[src/rtl/posit_mult_arbiter_es3.sv]
// Round-robin front end that shares one pipelined ES3 posit multiplier among NREQ requesters.
// A tag pipeline follows each issued op so the product returns to its owner; credits cap outstanding ops.
module posit_mult_arbiter_es3 #(
    parameter int NREQ    = 4,
    parameter int IN_W    = 38,
    parameter int OUT_W   = 2 * IN_W,
    parameter int LAT     = 4,
    parameter int MAX_OUT = 2
) (
    input  logic                 clk,
    input  logic                 rst_n,
    input  logic [NREQ-1:0]      req_valid,
    output logic [NREQ-1:0]      req_ready,
    input  logic [NREQ*IN_W-1:0] req_in1,
    input  logic [NREQ*IN_W-1:0] req_in2,
    output logic [IN_W-1:0]      mult_in1,
    output logic [IN_W-1:0]      mult_in2,
    output logic                 mult_start,
    input  logic [OUT_W-1:0]     mult_result,
    input  logic                 mult_done,
    output logic [NREQ-1:0]      rsp_valid,
    output logic [OUT_W-1:0]     rsp_result,
    output logic                 busy,
    output logic                 err_sync
);

    localparam int IDW = (NREQ > 1) ? $clog2(NREQ) : 1;
    localparam int CW  = $clog2(MAX_OUT + 1);
    localparam int HW  = $clog2(LAT + 1);

    logic [IDW-1:0]   r_ptr;
    logic [CW-1:0]    r_cnt [NREQ];
    logic [LAT-1:0]   r_tag_v;
    logic [IDW-1:0]   r_tag_id [LAT];
    logic [NREQ-1:0]  r_rsp_valid;
    logic [NREQ-1:0]  r_dec;
    logic [OUT_W-1:0] r_rsp_result;
    logic [HW-1:0]    r_hold;
    logic             r_err;

    logic [NREQ-1:0]  w_elig;
    logic             w_grant;
    logic [IDW-1:0]   w_win;
    logic             w_tail_v;
    logic [IDW-1:0]   w_tail_id;
    logic [NREQ-1:0]  w_tail_oh;
    logic             w_cnt_busy;

    always_comb begin
        for (int i = 0; i < NREQ; i++) begin
            w_elig[i] = req_valid[i] && (r_cnt[i] < CW'(MAX_OUT));
        end
    end

    // Search eligible requesters starting at the pointer, wrapping modulo NREQ.
    always_comb begin
        logic [IDW:0] v_idx;
        w_grant = 1'b0;
        w_win   = '0;
        v_idx   = '0;
        for (int k = 0; k < NREQ; k++) begin
            v_idx = {1'b0, r_ptr} + (IDW+1)'(k);
            if (v_idx >= (IDW+1)'(NREQ)) begin
                v_idx = v_idx - (IDW+1)'(NREQ);
            end
            if (!w_grant && w_elig[v_idx[IDW-1:0]]) begin
                w_grant = 1'b1;
                w_win   = v_idx[IDW-1:0];
            end
        end
        w_grant = w_grant & rst_n;
    end

    always_comb begin
        req_ready  = '0;
        mult_in1   = '0;
        mult_in2   = '0;
        mult_start = w_grant;
        for (int i = 0; i < NREQ; i++) begin
            if (w_grant && (w_win == IDW'(i))) begin
                req_ready[i] = 1'b1;
                mult_in1     = req_in1[i*IN_W +: IN_W];
                mult_in2     = req_in2[i*IN_W +: IN_W];
            end
        end
    end

    assign w_tail_v  = r_tag_v[LAT-1];
    assign w_tail_id = r_tag_id[LAT-1];

    always_comb begin
        w_cnt_busy = 1'b0;
        for (int i = 0; i < NREQ; i++) begin
            w_tail_oh[i] = (w_tail_id == IDW'(i));
            if (r_cnt[i] != '0) begin
                w_cnt_busy = 1'b1;
            end
        end
    end

    // Tag stage 0 is loaded in the issue cycle; the tail lines up with mult_done.
    always_ff @(posedge clk or negedge rst_n) begin
        if (!rst_n) begin
            r_ptr   <= '0;
            r_tag_v <= '0;
            for (int s = 0; s < LAT; s++) begin
                r_tag_id[s] <= '0;
            end
        end else begin
            if (w_grant) begin
                r_ptr <= (w_win == IDW'(NREQ - 1)) ? '0 : w_win + 1'b1;
            end
            r_tag_v[0]  <= w_grant;
            r_tag_id[0] <= w_win;
            for (int s = 1; s < LAT; s++) begin
                r_tag_v[s]  <= r_tag_v[s-1];
                r_tag_id[s] <= r_tag_id[s-1];
            end
        end
    end

    // r_dec retires a credit even when the tail finds no mult_done, so credits never leak.
    always_ff @(posedge clk or negedge rst_n) begin
        if (!rst_n) begin
            r_rsp_valid  <= '0;
            r_rsp_result <= '0;
            r_dec        <= '0;
            for (int i = 0; i < NREQ; i++) begin
                r_cnt[i] <= '0;
            end
        end else begin
            r_rsp_valid <= (w_tail_v && mult_done) ? w_tail_oh : '0;
            r_dec       <= w_tail_v ? w_tail_oh : '0;
            if (w_tail_v && mult_done) begin
                r_rsp_result <= mult_result;
            end
            for (int i = 0; i < NREQ; i++) begin
                case ({req_ready[i], r_dec[i]})
                    2'b10:   r_cnt[i] <= r_cnt[i] + 1'b1;
                    2'b01:   r_cnt[i] <= r_cnt[i] - 1'b1;
                    default: r_cnt[i] <= r_cnt[i];
                endcase
            end
        end
    end

    // The multiplier is not reset, so its leftover done pulses are masked for LAT cycles.
    always_ff @(posedge clk or negedge rst_n) begin
        if (!rst_n) begin
            r_hold <= HW'(LAT);
            r_err  <= 1'b0;
        end else begin
            if (r_hold != '0) begin
                r_hold <= r_hold - 1'b1;
            end
            if ((r_hold == '0) && (mult_done != w_tail_v)) begin
                r_err <= 1'b1;
            end
        end
    end

    assign rsp_valid  = r_rsp_valid;
    assign rsp_result = r_rsp_result;
    assign err_sync   = r_err;
    assign busy       = (|r_tag_v) | w_cnt_busy;

endmodule

[config.mk]
export PLATFORM = sky130hd
export DESIGN_NAME = posit_mult_arbiter_es3
export DESIGN_NICKNAME = d
export VERILOG_FILES = /design/src/rtl/posit_mult_arbiter_es3.sv
export SDC_FILE = /design/constraint.sdc
export NUM_CORES = 1
export LEC_CHECK = 0
export ABC_AREA = 1
export BUFFER_PORTS_ARGS = -buffer_cell sky130_fd_sc_hd__buf_4
export CORE_AREA = 2 2 213 215
export DETAILED_ROUTE_END_ITERATION = 8
export DIE_AREA = 0 0 215 217
export SKIP_LAST_GASP = 1
export SYNTH_ARGS = -nofsm -noshare
export SYNTH_HDL_FRONTEND = slang
export SYNTH_SLANG_ARGS = --single-unit
[constraint.sdc]
create_clock -name clk -period 3.55 [get_ports clk]
set_input_delay 0.71 -clock clk [delete_from_list [all_inputs] [get_ports clk]]
set_output_delay 0.71 -clock clk [all_outputs]
set_load 0.02 [all_outputs]
==> Word-level counts from Yosys, hierarchy flattened <==
Cells that the tools add are included.
Widths: inputs -> output; s select.
{ "totals": {"in_bits": 387, "wordCells": 133, "romBits": 0, "output_inout_bits": 163, "mem_bits_rw": 0, "latch_bits": 0, "n_memories": 0, "reg_bits": 110} }
{ "classes": {"n_reduce_logical": 29, "div": 0, "mul": 0, "n_bitwise": 2, "n_shift": 0, "add_sub_neg": 17, "eq_ne": 15, "order_cmp": 12, "mux": 43} }
{ "ops": {"columns": ["op", "count"], "rows": [
  ["$mux 38", 8],
  ["$mux 2", 9],
  ["$eq 2x2->1 const B", 8],
  ["$mux 1", 16],
  ["$pmux 2 s2", 4],
  ["$reduce_bool 2->1", 8],
  ["$sub 2x1->2 const B", 8],
  ["$logic_and 1x1->1", 13],
  ["$eq 2x1->1 const B", 6],
  ["$lt 2x3->1 const B", 4],
  ["$add 2x1->2 const B", 5],
  ["$ge 3x3->1 const B", 3],
  ["$bmux 1 s2", 4],
  ["$lt 2x2->1 const B", 4],
  ["$mux 4", 2],
  ["$add 2x2->3 const B", 2],
  ["$logic_not 2->1", 2],
  ["$reduce_or 4->1", 1],
  ["$add 2x1->3 const B", 1],
  ["$ge 2x3->1 const B", 1],
  ["$logic_not 1->1", 3],
  ["$logic_not 3->1", 1],
  ["$reduce_bool 3->1", 1],
  ["$sub 3x1->3 const B", 1],
  ["3 further kinds", 3]
]} }

==> Logic depth before layout (Yosys ltp) <==
{ "depth": {"ltp_word": 20, "ltp_mapped": 22} }

==> Least setup slack after synthesis <==
Ideal clock, no wire load.
{ "synth_path": {"kind": "input to output", "startpoint": "input port req_valid[3]", "endpoint": "output port mult_in2[10]", "path_slack_ns": -0.200, "path_stages": 16, "arrival_ns": 3.040, "t_required_ns": 2.840, "cell_sequence": "nand3_1 -> nand3_1 -> nand2_1 -> nand4_4 -> buf_2 -> buf_2 -> nand2_1 -> inv_1 -> ha_1 -> clkbuf_1 -> clkbuf_1 -> clkbuf_1 -> nand4_1 -> nand3_1 -> nand2_1 -> nand2_1"} }
{ "synth_via": {"elab_chain_cells": 19, "elab_cells_between_ends": 36, "classes_between": "3 x eq/ne; 20 x mux; 1 x bitwise; 12 x reduce/logical"} }
{ "synth_rtl": {"columns": ["element", "line", "text"], "rows": [
  ["start: declaration", "12", "input logic [NREQ-1:0] req_valid,"],
  ["$logic_and 1x1->1 (*)", "51", "w_elig[i] = req_valid[i] && (r_cnt[i] < CW'(MAX_OUT));"],
  ["$bmux 1 s2", "66", "if (!w_grant && w_elig[v_idx[IDW-1:0]]) begin"],
  ["$mux 1 (implied by the code)", "66", null],
  ["$mux 1", "66", null],
  ["$logic_not 1->1", "66", null],
  ["$logic_and 1x1->1", "66", null],
  ["$mux 1", "66", null],
  ["$logic_not 1->1", "66", null],
  ["[... 2 more ...]", null, null],
  ["$logic_not 1->1", "66", null],
  ["$logic_and 1x1->1", "66", null],
  ["$mux 2 (*)", "66", null],
  ["net w_win[0]", "43", "logic [IDW-1:0] w_win;"],
  ["$logic_not 2->1", "80", "if (w_grant && (w_win == IDW'(i))) begin"],
  ["$logic_and 1x1->1", "80", null],
  ["$mux 38 (3 in series)", "80", null],
  ["$mux 38 (*)", "80", null],
  ["end: declaration", "17", "output logic [IN_W-1:0] mult_in2,"]
]} }
The timed path passes the listed nets; every way through them passes the cells marked *. The select of a mux whose other input is x is not followed.

==> Worst setup path after layout <==
{ "layout_path": {"startpoint": "register r_ptr[0]", "endpoint": "output port mult_in2[20]"} }
{ "layout_via": {"elab_chain_cells": 20, "elab_cells_between_ends": 50, "classes_between": "7 x add/sub; 4 x order compare; 3 x eq/ne; 24 x mux; 1 x bitwise; 11 x reduce/logical"} }
{ "layout_rtl": {"columns": ["element", "line", "text"], "rows": [
  ["start: declaration", "31", "logic [IDW-1:0] r_ptr;"],
  ["start signal: assignment", "111", "r_ptr <= (w_win == IDW'(NREQ - 1)) ? '0 : w_win + 1'b1;"],
  ["branches (longest 19 deep; another with $add 2x1->3)", null, null],
  ["$mux 38 (*)", "80", null]
]} }
Mark *: on every way between the ends. The select of a mux whose other input is x is not followed.

==> impl_metrics.json <==
{
  "crit_end": "mult_in2[20]",
  "multi_input_area_mm2": 0.00504,
  "nFillCells": 4894,
  "ys_async_sr_fraction": 1.00,
  "critPathSlowestCell": "dfrtp_2",
  "seqCellArea_mm2": 0.00276,
  "fp.dieH_um": 217,
  "final_layout_size_suffix_gt1_frac": 0.373,
  "worstSetupStartpoint": "r_ptr[0]",
  "area.growth.synth_to_final_pct": 73.1,
  "numCtsBuffers": 9,
  "critical_path_buf_inv_count": 5,
  "setup_viol": 76,
  "path_class": "register to primary output",
  "fin_skew_ns": 0.00724,
  "cts_sinks": 110,
  "cp_max_fo": 15,
  "drcViolationCount": 0,
  "setup_slack_ns": -0.241,
  "vias_per_cell": 4.56,
  "netlist_top_cells_area": "dfrtp_1 30%, nand2_1 23%, nand4_1 16%",
  "placed_area_mm2": 0.0141,
  "dr.pass1.iters": 7,
  "overflow": 0,
  "path_clk_slew_ns": 0.08,
  "worst_hold_path_type": "primary input to asynchronous set/reset pin",
  "antenna_found_initial": 2,
  "grt_pass1_vias": 11500,
  "rr_worst_depth": 20,
  "initial_core_util": 0.201,
  "synthesis.area_mm2": 0.00897,
  "h-tree-depth": 3,
  "clkLatencyLatePin_ns": 0.35,
  "grt_max_degree": 81,
  "slew_violations": 0,
  "n_antenna_cell": 0,
  "gr-usage-all-layers": 0.176,
  "arrival_ns": 3.08,
  "crit_chain": "clkinv_4 -> nand2_2 -> nand2_4 -> nand3_4 -> nand2_4 -> nand2_4 -> nor2_4 -> nand2_2 -> o31ai_4 -> nor2b_4 -> buf_6 -> ha_4 -> buf_12 -> buf_16 -> nand4_1 -> nand3_1 -> nand2_1 -> nand2_1 -> buf_6",
  "grt_pass1_wl_mm": 65.6,
  "cts_tree": "built",
  "maxSlewHeadroom": 0.448,
  "port_buffers": 549,
  "fin_crit_sh": 1.07,
  "io_pins": 550,
  "yosysTopAreaCellShare": 0.304,
  "clockBufferDepth": 2,
  "gp_congestion": 0.909,
  "cp-end-kind": "primary output",
  "violations": "negative setup slack",
  "rows": 78,
  "die_w_um": 215,
  "worst_path_most_repeated_cell": "nand2_4",
  "layout_min_cycle_time_ns": 3.79,
  "utilization": 0.348,
  "cpLargestDelayFamily": "simple AND/OR/NAND/NOR gates",
  "reg2reg_from": "r_ptr[0]",
  "synth_warnings": 0,
  "outcome": "complete, but fails checks",
  "yosysMostFrequentCell": "nand2_1",
  "seq_area_frac_synth": 0.307,
  "drv_cap": 0,
  "synth_top_area_cell": "dfrtp_1",
  "r2r_end": "r_cnt[7]",
  "tightest_slew_ns": 0.828,
  "fin_nets": 2445,
  "rsz0062_at_grt": "yes",
  "setup-tns-final_ns": -11.80,
  "max_freq_mhz": 264,
  "syn_avg_cell_area_um2": 5.99,
  "vias": 12100,
  "synth_cell_types": 28,
  "synth_commonest_cells": "551 x nand2_1, 229 x nand4_1, 225 x inv_1, 109 x dfrtp_1, 96 x nand3_1",
  "synthFlopType": "dfrtp_1",
  "core_area_mm2": 0.0447,
  "routed_wl_mm": 44.8,
  "die_area_mm2": 0.0467,
  "start_kind": "register",
  "synth_nets": 1896,
  "worstPathRequired_ns": 2.84,
  "wl_per_cell_um": 16.9,
  "synth-seq-cells": 110,
  "final_cell_area_mm2": 0.0155,
  "slowest_delay_ns": 0.47,
  "synthCells": 1498,
  "synth_enable_flop_cells": 0,
  "path_depth": 19,
  "reg2reg_slack_ns": 0.45,
  "ctsRootBufferMaster": "clkbuf_16",
  "finalHoldViolations": 0,
  "hpwlAfterDp_mm": 32.6,
  "postRouteAntennaNets": 0,
  "first_iter_violations": 893,
  "post-place-ws_ns": -0.222
}
[logic make-up after synthesis]
| family | after synthesis | synth area share |
|---|---|---|
| AO/OA/AOI/OAI | 15 | 0.00892 |
| XOR/XNOR | 10 | 0.00976 |
| AND/OR/NAND/NOR | 975 | 0.491 |
| adder cells (fa/ha/maj) | 11 | 0.0153 |
| flip-flops | 110 | 0.307 |
| buffers and inverters | 377 | 0.168 |
[stage by stage]
stage / cells / hold WS [ns]
floorplan: 1498 / 0.331
global placement: 2591 / 0.339
detailed placement: 2591 / 0.336
CTS: 2635 / 0.252
global route: 2651 / 0.254
finish: 2651 / 0.251
[sequential cells by signal, summed over array words and instances, names as in the netlist]
signal	flops
r_ptr	2
err_sync	1
r_hold	3
r_cnt	8
r_tag_v	4
r_dec	4
rsp_result	76
rsp_valid	4
r_tag_id	6
w_tail_id	2
[placed cells by master, fill, tap and decap left out, types with 2 or more instances in the layout]
cell type / instances
a21oi_1: 6
buf_12: 20
buf_16: 4
buf_4: 581
buf_6: 43
buf_8: 7
bufbuf_16: 2
clkbuf_16: 18
clkinv_1: 9
clkinv_4: 2
dfrtp_1: 107
dfrtp_2: 2
ha_1: 6
ha_2: 2
ha_4: 3
inv_1: 223
inv_2: 14
inv_4: 2
nand2_1: 531
nand2_2: 15
nand2_4: 7
nand3_1: 76
nand3_2: 17
nand3_4: 5
nand4_1: 229
nor2_1: 71
nor2_2: 9
nor2_4: 2
nor3_1: 8
nor4_1: 3
o21ai_0: 6
xnor2_1: 5
xor2_1: 5
[final cells by class]
cell class / instances / area share
multi-input combinational: 1011 / 0.325
tap: 600 / 0.0483
inverter: 249 / 0.0608
sequential: 110 / 0.177
clock buffer: 10 / 0.0147
clock inverter: 5 / 0.00387
timing repair buffer: 666 / 0.370
[per-layer routing]
layer | GRT usage | routed length (um)
met1 | 0.220 | 18300
met3 | 0.0313 | 3010
met5 | 0 | 16
met2 | 0.319 | 22800
met4 | 0.0333 | 667
[how the worst min path moves through the flow]
stage                start              to  slack (ns)
2_1_floorplan  r_tag_id[4]     r_tag_id[2]        0.33
3_3_place_gp   r_tag_id[3]    w_tail_id[1]        0.34
3_5_place_dp   r_tag_id[4]     r_tag_id[2]        0.34
4_1_cts              rst_n   rsp_result[6]        0.25
5_1_grt              rst_n  rsp_result[13]        0.25
6_report             rst_n  rsp_result[13]        0.25
[repair_timing]
| item | 4_1_cts | 5_1_grt |
|---|---|---|
| endpoints found under the hold margin | 0 | 0 |
| pin swaps | 22 | 44 |
| hold buffers | 0 | 0 |
| buffers inserted | 23 | 10 |
| setup endpoints to repair | 80 | 80 |
| resized for setup | 73 | 80 |
| cloned | 7 | 10 |
Power is not shown: default switching activity piles up to over one toggle a cycle in this logic, so the estimate is an artifact.
